[config.mk]
export PLATFORM = sky130hd
export DESIGN_NAME = sw_input_mmio
export DESIGN_NICKNAME = d
export VERILOG_FILES = /design/src/rtl/sw_input_pkg.sv /design/src/rtl/sw_debounce_bit.sv /design/src/rtl/sw_input_mmio.sv
export SDC_FILE = /design/constraint.sdc
export NUM_CORES = 1
export LEC_CHECK = 0
export ABC_CLOCK_PERIOD_IN_PS = 5300
export CAP_MARGIN = 20
export CORE_MARGIN = 3
export CORE_UTILIZATION = 38
export CTS_BUF_LIST = sky130_fd_sc_hd__clkbuf_8
export CTS_CLUSTER_SIZE = 12
export DETAILED_ROUTE_END_ITERATION = 12
export PLACE_DENSITY = 0.54
export SLEW_MARGIN = 20
export SYNTH_ARGS = -nofsm -noshare
export SYNTH_HDL_FRONTEND = slang
export SYNTH_HIERARCHICAL = 1
export SYNTH_SLANG_ARGS = --single-unit
[constraint.sdc]
create_clock -name clk -period 5.3 [get_ports clk]
set_clock_uncertainty 0.1 [all_clocks]
set_input_delay 1.325 -clock clk [delete_from_list [all_inputs] [get_ports clk]]
set_output_delay 1.325 -clock clk [all_outputs]
set_load 0.01 [all_outputs]
[src/rtl/sw_input_pkg.sv]
// Shared register offsets and base address for the switch-input MMIO block.
package sw_input_pkg;

  localparam logic [1:0]  SWIN_DATA  = 2'd0;
  localparam logic [1:0]  SWIN_RISE  = 2'd1;
  localparam logic [1:0]  SWIN_FALL  = 2'd2;
  localparam logic [1:0]  SWIN_IRQEN = 2'd3;

  localparam logic [31:0] SWIN_BASE  = 32'h0000_7F00;

endpackage

[src/rtl/sw_debounce_bit.sv]
// One switch input: two-flop synchroniser, stability counter and debounced level.
module sw_debounce_bit #(
  parameter int DB_CYCLES = 1000000
) (
  input  logic clk,
  input  logic rstn,
  input  logic raw,
  output logic q,
  output logic rise,
  output logic fall
);

  localparam int             CW      = $clog2(DB_CYCLES);
  localparam logic [CW-1:0]  CNT_MAX = CW'(DB_CYCLES - 1);

  logic          s1_q, s1_d;
  logic          s2_q, s2_d;
  logic          q_q, q_d;
  logic [CW-1:0] cnt_q, cnt_d;

  // rise/fall are single-cycle pulses on the edge where q takes the new level
  always_comb begin
    s1_d  = raw;
    s2_d  = s1_q;
    q_d   = q_q;
    cnt_d = cnt_q;
    rise  = 1'b0;
    fall  = 1'b0;
    if (s2_q == q_q) begin
      cnt_d = '0;
    end else if (cnt_q == CNT_MAX) begin
      q_d   = s2_q;
      cnt_d = '0;
      rise  = s2_q;
      fall  = ~s2_q;
    end else begin
      cnt_d = cnt_q + CW'(1);
    end
  end

  always_ff @(posedge clk or negedge rstn) begin
    if (!rstn) begin
      s1_q  <= 1'b0;
      s2_q  <= 1'b0;
      q_q   <= 1'b0;
      cnt_q <= '0;
    end else begin
      s1_q  <= s1_d;
      s2_q  <= s2_d;
      q_q   <= q_d;
      cnt_q <= cnt_d;
    end
  end

  assign q = q_q;

endmodule

[src/rtl/sw_input_mmio.sv]
// Memory-mapped switch responder: debounced state, sticky W1C edge flags, IRQ mask.
module sw_input_mmio
  import sw_input_pkg::*;
#(
  parameter int N         = 16,
  parameter int DB_CYCLES = 1000000
) (
  input  logic         clk,
  input  logic         rstn,
  input  logic [N-1:0] sw_raw,
  input  logic         sel,
  input  logic         we,
  input  logic [3:0]   addr,
  input  logic [31:0]  wdata,
  output logic [31:0]  rdata,
  output logic         irq
);

  logic [N-1:0] db_state, db_rise, db_fall;
  logic [N-1:0] rise_q, rise_d;
  logic [N-1:0] fall_q, fall_d;
  logic [N-1:0] irq_en_q, irq_en_d;
  logic         wr;

  for (genvar i = 0; i < N; i++) begin : g_db
    sw_debounce_bit #(.DB_CYCLES(DB_CYCLES)) u_db (
      .clk  (clk),
      .rstn (rstn),
      .raw  (sw_raw[i]),
      .q    (db_state[i]),
      .rise (db_rise[i]),
      .fall (db_fall[i])
    );
  end

  assign wr = sel & we;

  // A new edge on the same cycle as a clear keeps the flag set
  always_comb begin
    rise_d   = (rise_q & ~((wr && addr[3:2] == SWIN_RISE) ? wdata[N-1:0] : '0)) | db_rise;
    fall_d   = (fall_q & ~((wr && addr[3:2] == SWIN_FALL) ? wdata[N-1:0] : '0)) | db_fall;
    irq_en_d = (wr && addr[3:2] == SWIN_IRQEN) ? wdata[N-1:0] : irq_en_q;
  end

  always_ff @(posedge clk or negedge rstn) begin
    if (!rstn) begin
      rise_q   <= '0;
      fall_q   <= '0;
      irq_en_q <= '0;
    end else begin
      rise_q   <= rise_d;
      fall_q   <= fall_d;
      irq_en_q <= irq_en_d;
    end
  end

  always_comb begin
    rdata = '0;
    if (sel) begin
      case (addr[3:2])
        SWIN_DATA:  rdata[N-1:0] = db_state;
        SWIN_RISE:  rdata[N-1:0] = rise_q;
        SWIN_FALL:  rdata[N-1:0] = fall_q;
        default:    rdata[N-1:0] = irq_en_q;
      endcase
    end
  end

  assign irq = |(rise_q & irq_en_q);

  logic unused_addr_lsb;
  assign unused_addr_lsb = ^addr[1:0];

  if (N < 32) begin : g_unused_wdata
    logic unused_wdata_hi;
    assign unused_wdata_hi = ^wdata[31:N];
  end

endmodule

* Word-level counts from Yosys, hierarchy flattened
Cells that the tools add are included.
** Cells by class
- Add/subtract/negate cells :: 16
- Equality and inequality tests :: 35
- Muxes and demuxes :: 100
- Bitwise operators :: 40
- Reduce and logical (&&, ||, !) cells :: 21
** Operators with widths (number)
- $mux W20 :: 32
- $add A20 B1 Y20 const B :: 16
- $eq A20 B20 Y1 const B :: 16
- $mux W1 :: 64
- $and A16 B16 Y16 :: 3
- $mux W16 :: 3
- $pmux W16 S3 :: 1
- $not A1 Y1 :: 32
- $not A16 Y16 :: 2
- $or A16 B16 Y16 :: 2
- $reduce_and A2 Y1 :: 16
- $eq A1 B1 Y1 :: 16
- $reduce_or A16 Y1 :: 1
- $eq A2 B2 Y1 const B :: 2
- $logic_and A1 B1 Y1 :: 3
- $eq A2 B1 Y1 const B :: 1
- $logic_not A2 Y1 :: 1
- $and A1 B1 Y1 :: 1
** Storage, ports and cells
- Flip-flop bits (word level) :: 416
- Bits of input ports :: 56
- Output and inout port bits :: 33
- Logic and storage cells :: 279

* Depth between registers and ports, before layout
Gate-level depths: netlist of the first run.
- Word-level depth :: 6
- Depth in mapped cells :: 6
- Mapped depth without buffers :: 6

* Hierarchy
Netlist of the first run, hierarchy kept.
** Modules (own cells, without submodules)
- sw_debounce_bit :: times used 16, cells each 114, area each 1123.6 um^2, sequential area each 575.6 um^2
- sw_input_mmio :: times used 1, cells each 200, area each 2576.2 um^2, sequential area each 1201.2 um^2

* Worst setup path before layout of the first run
OpenSTA, ideal clock, no wires.
- Path type :: input-to-output
- Start :: in addr[2]
- End :: out rdata[10]
- Arrival :: 2267 ps
- Data required time :: 3875 ps
- Path slack :: 1608 ps
- Cell stages on the path :: 4
- Buffers on the path :: 2
- Cells stage by stage :: buf_6 -> buf_12 -> mux4_2 -> and2_1
** Between the ends
- Cells in the longest elaborated chain, start to end :: 3
- Elaborated cells between the ends (all ways) :: 5
- Those cells by class :: 2 x eq/ne; 2 x mux; 1 x reduce/logical
** Ends and longest elaborated chain
- start: declaration :: RTL line sw_input_mmio.sv:13 : input logic [3:0] addr,
- $eq A2 B2 Y1, or another cell as far along :: RTL line sw_input_mmio.sv:60 : case (addr[3:2])
- $pmux W16 S3 * :: RTL line sw_input_mmio.sv:60
- $mux W16 * :: RTL line sw_input_mmio.sv:59 : if (sel) begin
- end: declaration :: RTL line sw_input_mmio.sv:15 : output logic [31:0] rdata,
Mark *: on every way between the ends. The rest lies on a longest branch, timed or not.

* Final worst setup path of the first run
- Start :: in addr[3]
- End :: out rdata[7]
The elaborated chain is that of the path after synthesis.

==> run_results.csv, run 1 <==
group,metric,value,unit
sta,setup_viol,0,
route,vias,14820,
clock_tree,cts-buffers-inserted,76,
synthesis,netlist_area,0.0206,sq mm
route,route.antenna.remaining_nets,0,
clock_tree,cts_setup_buffers,0,
synthesis,synth_warnings,6,
grt,grt_util_all_layers,15.5,%
synthesis,netlist_instances,2024,
clock_tree,cts_root_buffer,"clkbuf_8",
synthesis,synth_top_area_share,50.6,%
route,drc_errors,0,
synthesis,ys_async_sr_fraction,100,%
setup_path,critPathMaxFanout,18,
sta,rsz0062_at_grt,"false",
grt,grt_pass1_vias,14542,
place,io_buffers,54,
sta,max_freq,0.214,GHz
setup_path,criticalPathCategory,"input pin to primary output",
layout,nFillCells,5082,
clock_tree,cts_resized,0,
setup_path,critical_path.startpoint_type,"input pin",
synthesis,ys_seq_area_share,50.6,%
grt,overflow,0,
route,wl_per_cell,15.4,um
die,start_util,38.7,%
synthesis,synthFlopType,"dfrtp_1",
clock_tree,cts_tree,"done",
die,coreArea,0.0531,sq mm
clock_tree,clk_pin_slew,50,ps
synthesis,synth_top_area_cell,"dfrtp_1",
layout,drive_above_1_share,15.2,%
place,place_hpwl,28000,um
clock_tree,h-tree-depth,3,
layout,syn_to_final_growth,12.1,%
die,io_pins,89,
setup_path,cp.arrival,3260,ps
pwr,power.density,290,mW/mm^2
min_path,hold_class,"flop to flop",
synthesis,synth.area.top_cells,"dfrtp_1 51%, xnor2_1 4.1%, nor2_1 3.8%",
sta,tns,0,ps
run_status,status,"completed",
sta,slew-limit-headroom,52.6,%
sta,finalHoldViolations,0,
layout,layout.nets,2142,
place,place_congestion,0.754,
pwr,fin_total_pwr,0.00668,W
clock_tree,cts.sinks,416,
synthesis,synth_cell_types,40,
setup_path,worstPathRequired,3880,ps
sta,fin_hold_ws,247,ps
setup_path,r2r_setup_slack,2990,ps
route,firstDrtPassIters,6,
clock_tree,cts_hold_buf,0,
layout,layout.cells.non_filler,2815,
setup_path,end_kind,"primary output",
place,place_inst,2680,
pwr,leakage,9.48,nW
pwr,peakVddDrop,0.185,mV
route,drt-vias-per-instance,5.26,
sta,fin_crit_sh,88.4,%
route,drt-total-wl,43200,um
route,drtIter0Drc,751,
die,die-area,0.0569,sq mm
synthesis,syn_avg_cell_area,10.2,sq um
synthesis,ys_seq_elements,416,
grt,grt_max_degree,115,
sta,timing.final.crit_period,4680,ps
sta,worst_slew_pin_slew,711,ps
grt,grt_pass1_wl,73100,um
grt,antenna_found_initial,2,
synthesis,synth_edf_count,0,
sta,slew_violations,0,
die,chipWidth,239,um
die,row_count,84,
die,die_h,239,um
clock_tree,worstSkewPairLatency,630,ps
clock_tree,cts_max_path_buffers,3,
run,cap_viol_max_count,0,
## where the power goes
group          switching, W  internal (W)
Clock               0.00135       0.00172
Combinational      0.000179      0.000115
Sequential        0.0000775       0.00325
## cell type report
cell class	count	area, sq um	area share (%)
sequential	416	10400	45.2
multi-input combinational	1420	9240	40.1
clock buffer	99	1360	5.91
tap	688	861	3.74
timing repair buffer	60	623	2.70
inverter	96	360	1.56
clock inverter	35	186	0.809
antenna	1	2.50	0.0109
## state kept, by name, indices dropped and copies added, names as in the netlist
name,count
fall_q,16
g_db.u_db/cnt_q,320
g_db.u_db/q,16
g_db.u_db/s1_q,16
g_db.u_db/s2_q,16
irq_en_q,16
rise_q,16
## stage by stage
step                utilization, %  cell area, sq um  setup WS (ps)
floorplan                        -             20600           1610
global placement              40.5             21500            575
CTS                           43.4             23000            592
detailed placement            40.5             21500            591
global route                  43.4             23000            540
finish                        43.4             23000            617
## metal layers
layer | track usage, % | share of wire, % | up-vias
met3 | 3.60 | 4.4 | 71
met4 | 4.34 | 1.8 | 0
met1 | 22.3 | 49 | 7299
met2 | 23.4 | 45 | 212
li1 | - | - | 7238
met5 | 0 | 0 | -
## cells by family after synthesis
family                   count (synthesis)  synth area share [%]
adder cells (fa/ha/maj)                 16                 0.974
buffers and inverters                  203                  4.69
AO/OA/AOI/OAI                          312                  9.30
flip-flops                             416                  50.6
XOR/XNOR                               176                  7.50
multiplexers                            48                  3.63
other                                    1                0.0182
AND/OR/NAND/NOR                        852                  23.2
## cell usage after synthesis (2+ instances only)
cell type / count
a21o_1: 32
a21oi_1: 112
a21oi_2: 16
a221oi_1: 4
a22o_1: 4
a31o_2: 16
and2_1: 32
and3_2: 16
and4b_2: 2
buf_2: 65
buf_4: 20
buf_6: 4
clkbuf_1: 17
dfrtp_1: 416
ha_1: 16
inv_1: 96
mux2_2: 32
mux4_1: 7
mux4_2: 9
nand2_1: 112
nand3_1: 128
nand3_2: 16
nand4_1: 33
nor2_1: 208
nor3_1: 32
nor3b_1: 32
nor4_1: 16
o21ai_0: 80
o31ai_1: 48
or2_2: 16
or3_1: 32
or3_2: 48
or4_1: 96
or4_2: 16
or4_4: 16
xnor2_1: 96
xor2_1: 80
## critical path: stages
cell and delay, ps:
clkdlybuf4s50_1 530, buf_4 330, mux4_2 340, and2_1 210, clkdlybuf4s50_1 490
## layout by cell type, fill, tap and decap left out, types with 96 or more instances in the layout
cell type	instances
inv_1	119
dfrtp_1	416
nor2_1	208
nand2_1	112
a21oi_1	112
or4_1	96
xnor2_1	96
clkbuf_8	99
nand3_1	128
## worst paths after layout
| path | cells after the start | endpoint | from |
|---|---|---|---|
| worst max-delay path | 5 | rdata[7] | addr[3] |
| max in group asynchronous | 2 | g_db[14].u_db/cnt_q[2] | rstn |
| min in group asynchronous | 1 | g_db[5].u_db/cnt_q[16] | rstn |
| worst min-delay path | 0 | g_db[1].u_db/s2_q | g_db[1].u_db/s1_q |
| worst min register to register | 0 | g_db[1].u_db/s2_q | g_db[1].u_db/s1_q |
| worst max register to register | 4 | g_db[14].u_db/cnt_q[11] | g_db[14].u_db/cnt_q[12] |
Note: power is estimated with default switching activity, not from simulation.
==> inputs of run 2 (changes only) <==
--- a/config.mk
+++ b/config.mk
@@ -9,10 +9,9 @@
 export CAP_MARGIN = 20
 export CORE_MARGIN = 3
 export CORE_UTILIZATION = 38
-export CTS_BUF_LIST = sky130_fd_sc_hd__clkbuf_8
+export CTS_BUF_LIST = sky130_fd_sc_hd__clkbuf_2
 export CTS_CLUSTER_SIZE = 12
 export DETAILED_ROUTE_END_ITERATION = 12
-export PLACE_DENSITY = 0.54
 export SLEW_MARGIN = 20
 export SYNTH_ARGS = -nofsm -noshare
 export SYNTH_HDL_FRONTEND = slang
==> run 2 against run 1 <==
Compared with the run above:
- register-to-register slack got worse by 30 ps
- sequential power about the same
- non-clock buffer count unchanged
- cell count increased by 2.2%
- design area decreased by 2.4%
- wire length decreased by 1.4%
- global-route usage decreased by 0.31 points
- sequential cell count unchanged
- power decreased by 13%
- clock power decreased by 28%
- die area unchanged
- via count increased by 2.2%
==> run_results.csv, run 2 (synthesis gave the netlist of run 1 again) <==
group,metric,value,unit
run_status,status,"completed",
layout,largest_reg_flops,320,
route,drc_errors,0,
grt,grt_util_all_layers,15.1,%
clock_tree,cts_resized,0,
route,drtIter0Drc,739,
die,io_pins,89,
setup_path,criticalPathCategory,"input pin to primary output",
sta,max_freq,0.211,GHz
layout,layout.cells.non_filler,2878,
setup_path,r2r_setup_slack,2960,ps
die,die_h,239,um
layout,nFillCells,5155,
pwr,p_int,0.00423,W
min_path,hold_class,"flop to flop",
clock_tree,worstSkewPairLatency,1040,ps
setup_path,cp.arrival,3320,ps
layout,largest-register,"g_db.u_db/cnt_q",
sta,timing.final.crit_period,4750,ps
layout,layout.nets,2175,
setup_path,critical_path.startpoint_type,"input pin",
pwr,clkPwrFrac,37.9,%
min_path,hold_start,"g_db[3].u_db/s1_q",
setup_path,critPathSlowestCell,"clkdlybuf4s50_1",
route,wl_per_cell,14.8,um
sta,rsz0062_at_grt,"false",
place,place_congestion,0.785,
pwr,leakage,9.36,nW
setup_path,worstPathCellList,"clkdlybuf4s50_1 -> buf_4 -> mux4_2 -> and2_1 -> clkdlybuf4s50_1",
die,die-area,0.0569,sq mm
pwr,net-switching-power,0.00158,W
layout,final_common_cell,"dfrtp_1",
min_path,holdPathStages,0,
die,row_count,84,
place,place_inst,2679,
die,coreArea,0.0531,sq mm
setup_path,cp_slowest_stage_delay,590,ps
clock_tree,cts_max_path_buffers,3,
pwr,p_sw_share,27.2,%
place,place_hpwl,28200,um
sta,slew_violations,0,
place,io_buffers,54,
die,chipWidth,239,um
layout,layout_common_cells,"416 x dfrtp_1, 208 x nor2_1, 151 x clkbuf_2",
clock_tree,cts_tree,"done",
setup_path,end_kind,"primary output",
setup_path,crit_buf_inv,3,
layout,syn_to_final_growth,9.42,%
setup_path,cp_common_cell,"clkdlybuf4s50_1",
layout,drive_above_1_share,17.3,%
pwr,peakVddDrop,0.145,mV
pwr,power.density,258,mW/mm^2
sta,tns,0,ps
setup_path,worstPathRequired,3880,ps
setup_path,critPathMaxFanout,16,
min_path,min_to,"g_db[3].u_db/s2_q",
route,vias,15143,
setup_path,crit_family,"buffers and inverters",
pwr,p_seq_share,57.1,%
setup_path,r2r_cells,5,
sta,slew-limit-headroom,41.2,%
grt,antenna_found_initial,4,
route,firstDrtPassIters,5,
setup_path,r2r-start,"g_db[4].u_db/cnt_q[0]",
clock_tree,cts.sinks,416,
sta,fin_crit_sh,89.6,%
grt,grt_pass1_wl,71800,um
pwr,combPwrFrac,5.1,%
clock_tree,cts_root_buffer,"clkbuf_2",
sta,finalHoldViolations,0,
grt,grt_pass1_vias,14800,
sta,setup_viol,0,
clock_tree,clk_pin_slew,90,ps
setup_path,r2r_end,"g_db[4].u_db/cnt_q[14]",
run,cap_viol_max_count,0,
clock_tree,cts-buffers-inserted,109,
grt,overflow,0,
grt,grt_max_degree,155,
route,drt-vias-per-instance,5.26,
clock_tree,h-tree-depth,3,
route,route.antenna.remaining_nets,0,
route,drt-total-wl,42600,um
sta,worst_slew_pin_slew,883,ps
layout,fin_util,42.4,%
die,start_util,38.7,%
## run 2: worst max-delay path by stage
stage / start / endpoint / slack, ps / cells after the start
finish: addr[3] / rdata[8] / 550 / 5
global route: addr[3] / rdata[13] / 460 / 5
CTS: addr[3] / rdata[13] / 520 / 5
detailed placement: addr[3] / rdata[13] / 520 / 5
global placement: addr[3] / rdata[13] / 510 / 5
floorplan: addr[2] / rdata[10] / 1610 / 4
## run 2: worst register-to-register path, stage by stage (launching register included)
cell     delay, ps
dfrtp_1        430
ha_1           270
nand2_1        120
or4_1          670
or3_2          500
a21oi_1        150
## run 2: metrics by stage
stage / cell area [sq um] / hold WS [ps] / total power [W] / setup slack, ps
after detailed placement: 21500 / 235 / 0.00368 / 520
after CTS: 22500 / 255 / 0.00595 / 516
after global placement: 21500 / 233 / 0.00367 / 508
after global routing: 22500 / 265 / 0.00617 / 463
final: 22500 / 255 / 0.00581 / 551
after floorplan: 20600 / 231 / 0.00352 / 1610
## run 2: metal layers
layer | global-route usage [%] | up-vias | wire (um)
met3 | 3.85 | 60 | 2330
met2 | 23.4 | 270 | 19200
met1 | 21.1 | 7445 | 20500
li1 | - | 7368 | -
met4 | 4.76 | 0 | 592
met5 | 0 | - | 0
## run 2: timing repair
action                    CTS  global route
hold buffers                1             0
hold endpoints to repair   37             0
buffers inserted            0             0
## run 2: final cells by class
type                            instances  area, sq um  area share [%]
Clock buffer                          151          756            3.36
Multi-Input combinational cell       1420         9240            41.1
Antenna cell                            4         10.0          0.0445
Inverter                               96          360            1.60
Timing Repair Buffer                   60          626            2.78
Tap cell                              688          861            3.83
Clock inverter                         43          233            1.03
Sequential cell                       416        10400            46.3
## run 2: power by group through the flow
stage / clock [W] / combinational [W] / sequential (W)
6_report: 0.00220 / 0.000294 / 0.00332
5_1_grt: 0.00250 / 0.000334 / 0.00333
4_1_cts: 0.00233 / 0.000304 / 0.00332
3_5_place_dp: 0 / 0.000302 / 0.00338
3_3_place_gp: 0 / 0.000297 / 0.00337
2_1_floorplan: 0 / 0.000171 / 0.00335
==> inputs of run 3 (changes only) <==
--- a/config.mk
+++ b/config.mk
@@ -5,6 +5,7 @@
 export SDC_FILE = /design/constraint.sdc
 export NUM_CORES = 1
 export LEC_CHECK = 0
+export ABC_AREA = 1
 export ABC_CLOCK_PERIOD_IN_PS = 5300
 export CAP_MARGIN = 20
 export CORE_MARGIN = 3
@@ -12,7 +13,6 @@
 export CTS_BUF_LIST = sky130_fd_sc_hd__clkbuf_2
 export CTS_CLUSTER_SIZE = 12
 export DETAILED_ROUTE_END_ITERATION = 12
-export SLEW_MARGIN = 20
 export SYNTH_ARGS = -nofsm -noshare
 export SYNTH_HDL_FRONTEND = slang
 export SYNTH_HIERARCHICAL = 1
==> run 3 against run 2 <==
Compared with the run above:
- wire length up 21%
- critical path depth up 4
- synthesized cell count is 46% higher
- largest power group unchanged
- core utilization rose by 0.65 points
- cell count rose by 40%
- sequential share of layout area down 6.6 points
- non-clock buffer count increased by 2
- count of clock-buffer cells in the layout increased by 8
- via count increased by 24%
- sequential power is 1% higher
- sequential cell count is the same
- combinational power up 52%
- critical endpoint is now rdata[14]
==> run_results.csv, run 3 <==
group,metric,value,unit
setup_path,r2r_cells,6,
pwr,fin_total_pwr,0.00604,W
setup_path,critPathMaxFanout,11,
pwr,leakage,12.0,nW
layout,final_common_cell,"nor2_1",
synthesis,ys_seq_area_share,44.0,%
sta,finalHoldViolations,0,
run_status,status,"completed",
layout,syn_to_final_growth,10.8,%
sta,max_freq,0.202,GHz
synthesis,synth.most_common_cell,"nor2_1",
grt,use_met3,3.60,%
synthesis,synth_cell_types,29,
grt,busiest_layer,"met2",
sta,slew-limit-headroom,38.6,%
grt,grt_util_all_layers,16.2,%
layout,layout_common_cells,"626 x nor2_1, 508 x nand2_1, 416 x dfrtp_1",
min_path,hold_class,"input pin to asynchronous set/reset pin",
synthesis,synthFlopType,"dfrtp_1",
route,firstDrtPassIters,6,
setup_path,worstPathRequired,3880,ps
grt,grt_pass1_vias,18305,
setup_path,r2r-start,"g_db[9].u_db/q",
die,die_h,255,um
grt,grt_pass1_wl,89300,um
pwr,power.density,231,mW/mm^2
layout,largest-register,"g_db.u_db/cnt_q",
grt,met2_usage,24.7,%
synthesis,synth.area.top_cells,"dfrtp_1 44%, nor2_1 9.9%, nand2_1 8.1%",
clock_tree,cts_max_path_buffers,3,
route,drt-total-wl,51500,um
sta,timing.final.crit_period,4950,ps
synthesis,ys_seq_elements,416,
clock_tree,clk_pin_slew,100,ps
clock_tree,worstSkewPairLatency,1110,ps
die,row_count,90,
synthesis,ys_async_sr_fraction,100,%
die,die-area,0.0653,sq mm
route,vias,18841,
clock_tree,h-tree-depth,3,
route,route.antenna.remaining_nets,0,
synthesis,synth_edf_count,0,
pwr,peakVddDrop,0.104,mV
route,drtIter0Drc,1247,
synthesis,synth_common_cells,"626 x nor2_1, 508 x nand2_1, 416 x dfrtp_1, 361 x inv_1, 240 x nand3_1",
setup_path,end_kind,"primary output",
layout,nFillCells,6187,
run,cap_viol_max_count,0,
clock_tree,cts.sinks,416,
die,coreArea,0.0609,sq mm
place,io_buffers,54,
synthesis,netlist_instances,2958,
grt,met1_usage,22.6,%
die,start_util,38.8,%
setup_path,cp.arrival,3530,ps
clock_tree,cts_resized,0,
setup_path,criticalPathCategory,"input pin to primary output",
layout,layout.nets,3194,
clock_tree,cts_root_buffer,"clkbuf_2",
clock_tree,cts_hold_buf,0,
route,drt-vias-per-instance,4.67,
sta,slew_violations,0,
layout,largest_reg_flops,320,
place,place_hpwl,37400,um
sta,fin_crit_sh,93.5,%
clock_tree,cts_setup_buffers,0,
place,place_congestion,0.867,
synthesis,synth_warnings,6,
synthesis,netlist_area,0.0236,sq mm
route,drc_errors,0,
sta,tns,0,ps
grt,antenna_found_initial,4,
grt,grt_max_degree,114,
sta,worst_slew_pin_slew,921,ps
synthesis,synth_top_area_share,44.0,%
setup_path,critical_path.startpoint_type,"input pin",
die,io_pins,89,
clock_tree,cts_tree,"done",
synthesis,syn_avg_cell_area,7.99,sq um
sta,setup_viol,0,
setup_path,r2r_end,"g_db[9].u_db/cnt_q[11]",
grt,overflow,0,
die,chipWidth,255,um
layout,drive_above_1_share,14.9,%
route,wl_per_cell,12.8,um
setup_path,r2r_setup_slack,3600,ps
clock_tree,cts-buffers-inserted,114,
synthesis,synth_top_area_cell,"dfrtp_1",
sta,rsz0062_at_grt,"false",
==> run 3: per-stage QoR <==
stage / area [sq um] / setup WS (ps) / utilization, % / hold slack (ps) / instances
after global routing: 26200 / 133 / 43.0 / 100 / 4033
after global placement: 25200 / 349 / 41.4 / 235 / 3834
after detailed placement: 25200 / 368 / 41.4 / 235 / 3834
after floorplan: 23700 / 1810 / - / 231 / 2973
after CTS: 26200 / 350 / 43.0 / 74.4 / 4028
final: 26200 / 346 / 43.0 / 162 / 4034
==> run 3: how the worst max path moves through the flow <==
stage	start	to	slack [ps]	cells past startpoint
final	addr[2]	rdata[14]	350	9
after floorplan	addr[2]	rdata[10]	1810	7
after CTS	addr[3]	rdata[11]	350	8
after detailed placement	addr[3]	rdata[11]	370	8
after global routing	addr[3]	rdata[14]	130	7
after global placement	addr[2]	rdata[14]	350	9
==> run 3: logic make-up (layout without fill, tap and decap cells) <==
kind of cell             Yosys count  count (layout)  share of synthesized area (%)
AO/OA/AOI/OAI                    208             208                           4.99
XOR/XNOR                         160             160                           5.93
adder cells (fa/ha/maj)           16              16                          0.847
buffers and inverters            392             619                           6.57
flip-flops                       416             416                           44.0
other                              1              22                         0.0159
AND/OR/NAND/NOR                 1765            1765                           37.6
==> run 3: cell type report <==
cell class                 instances  area, sq um  area share, %
tap                              828         1040           3.95
antenna                            6         15.0         0.0573
multi-input combinational       2165        11700           44.8
inverter                         363         1360           5.20
sequential                       416        10400           39.7
clock inverter                    35          194          0.740
clock buffer                     159          796           3.04
timing repair buffer              62          656           2.50
==> run 3: worst max-delay path, stage by stage <==
cell             delay [ps]
clkdlybuf4s50_1         620
buf_4                   270
inv_1                    70
nor2_2                  260
nand2_1                  90
nand3_1                  80
nand2_1                  60
inv_1                   170
clkdlybuf4s50_1         580
==> run 3: power breakdown <==
| group | total (W) | switching (W) | internal, W |
|---|---|---|---|
| Sequential | 0.00336 | 0.0000766 | 0.00328 |
| Combinational | 0.000447 | 0.000293 | 0.000154 |
| Clock | 0.00224 | 0.00133 | 0.000904 |
| Total | 0.00604 | 0.00170 | 0.00434 |
==> run 3: metal layers <==
metal,vias up,part of all wire [%]
li1,9712,-
met1,8739,50
met2,306,44
met3,82,4.3
met4,2,2.4
met5,-,0.025
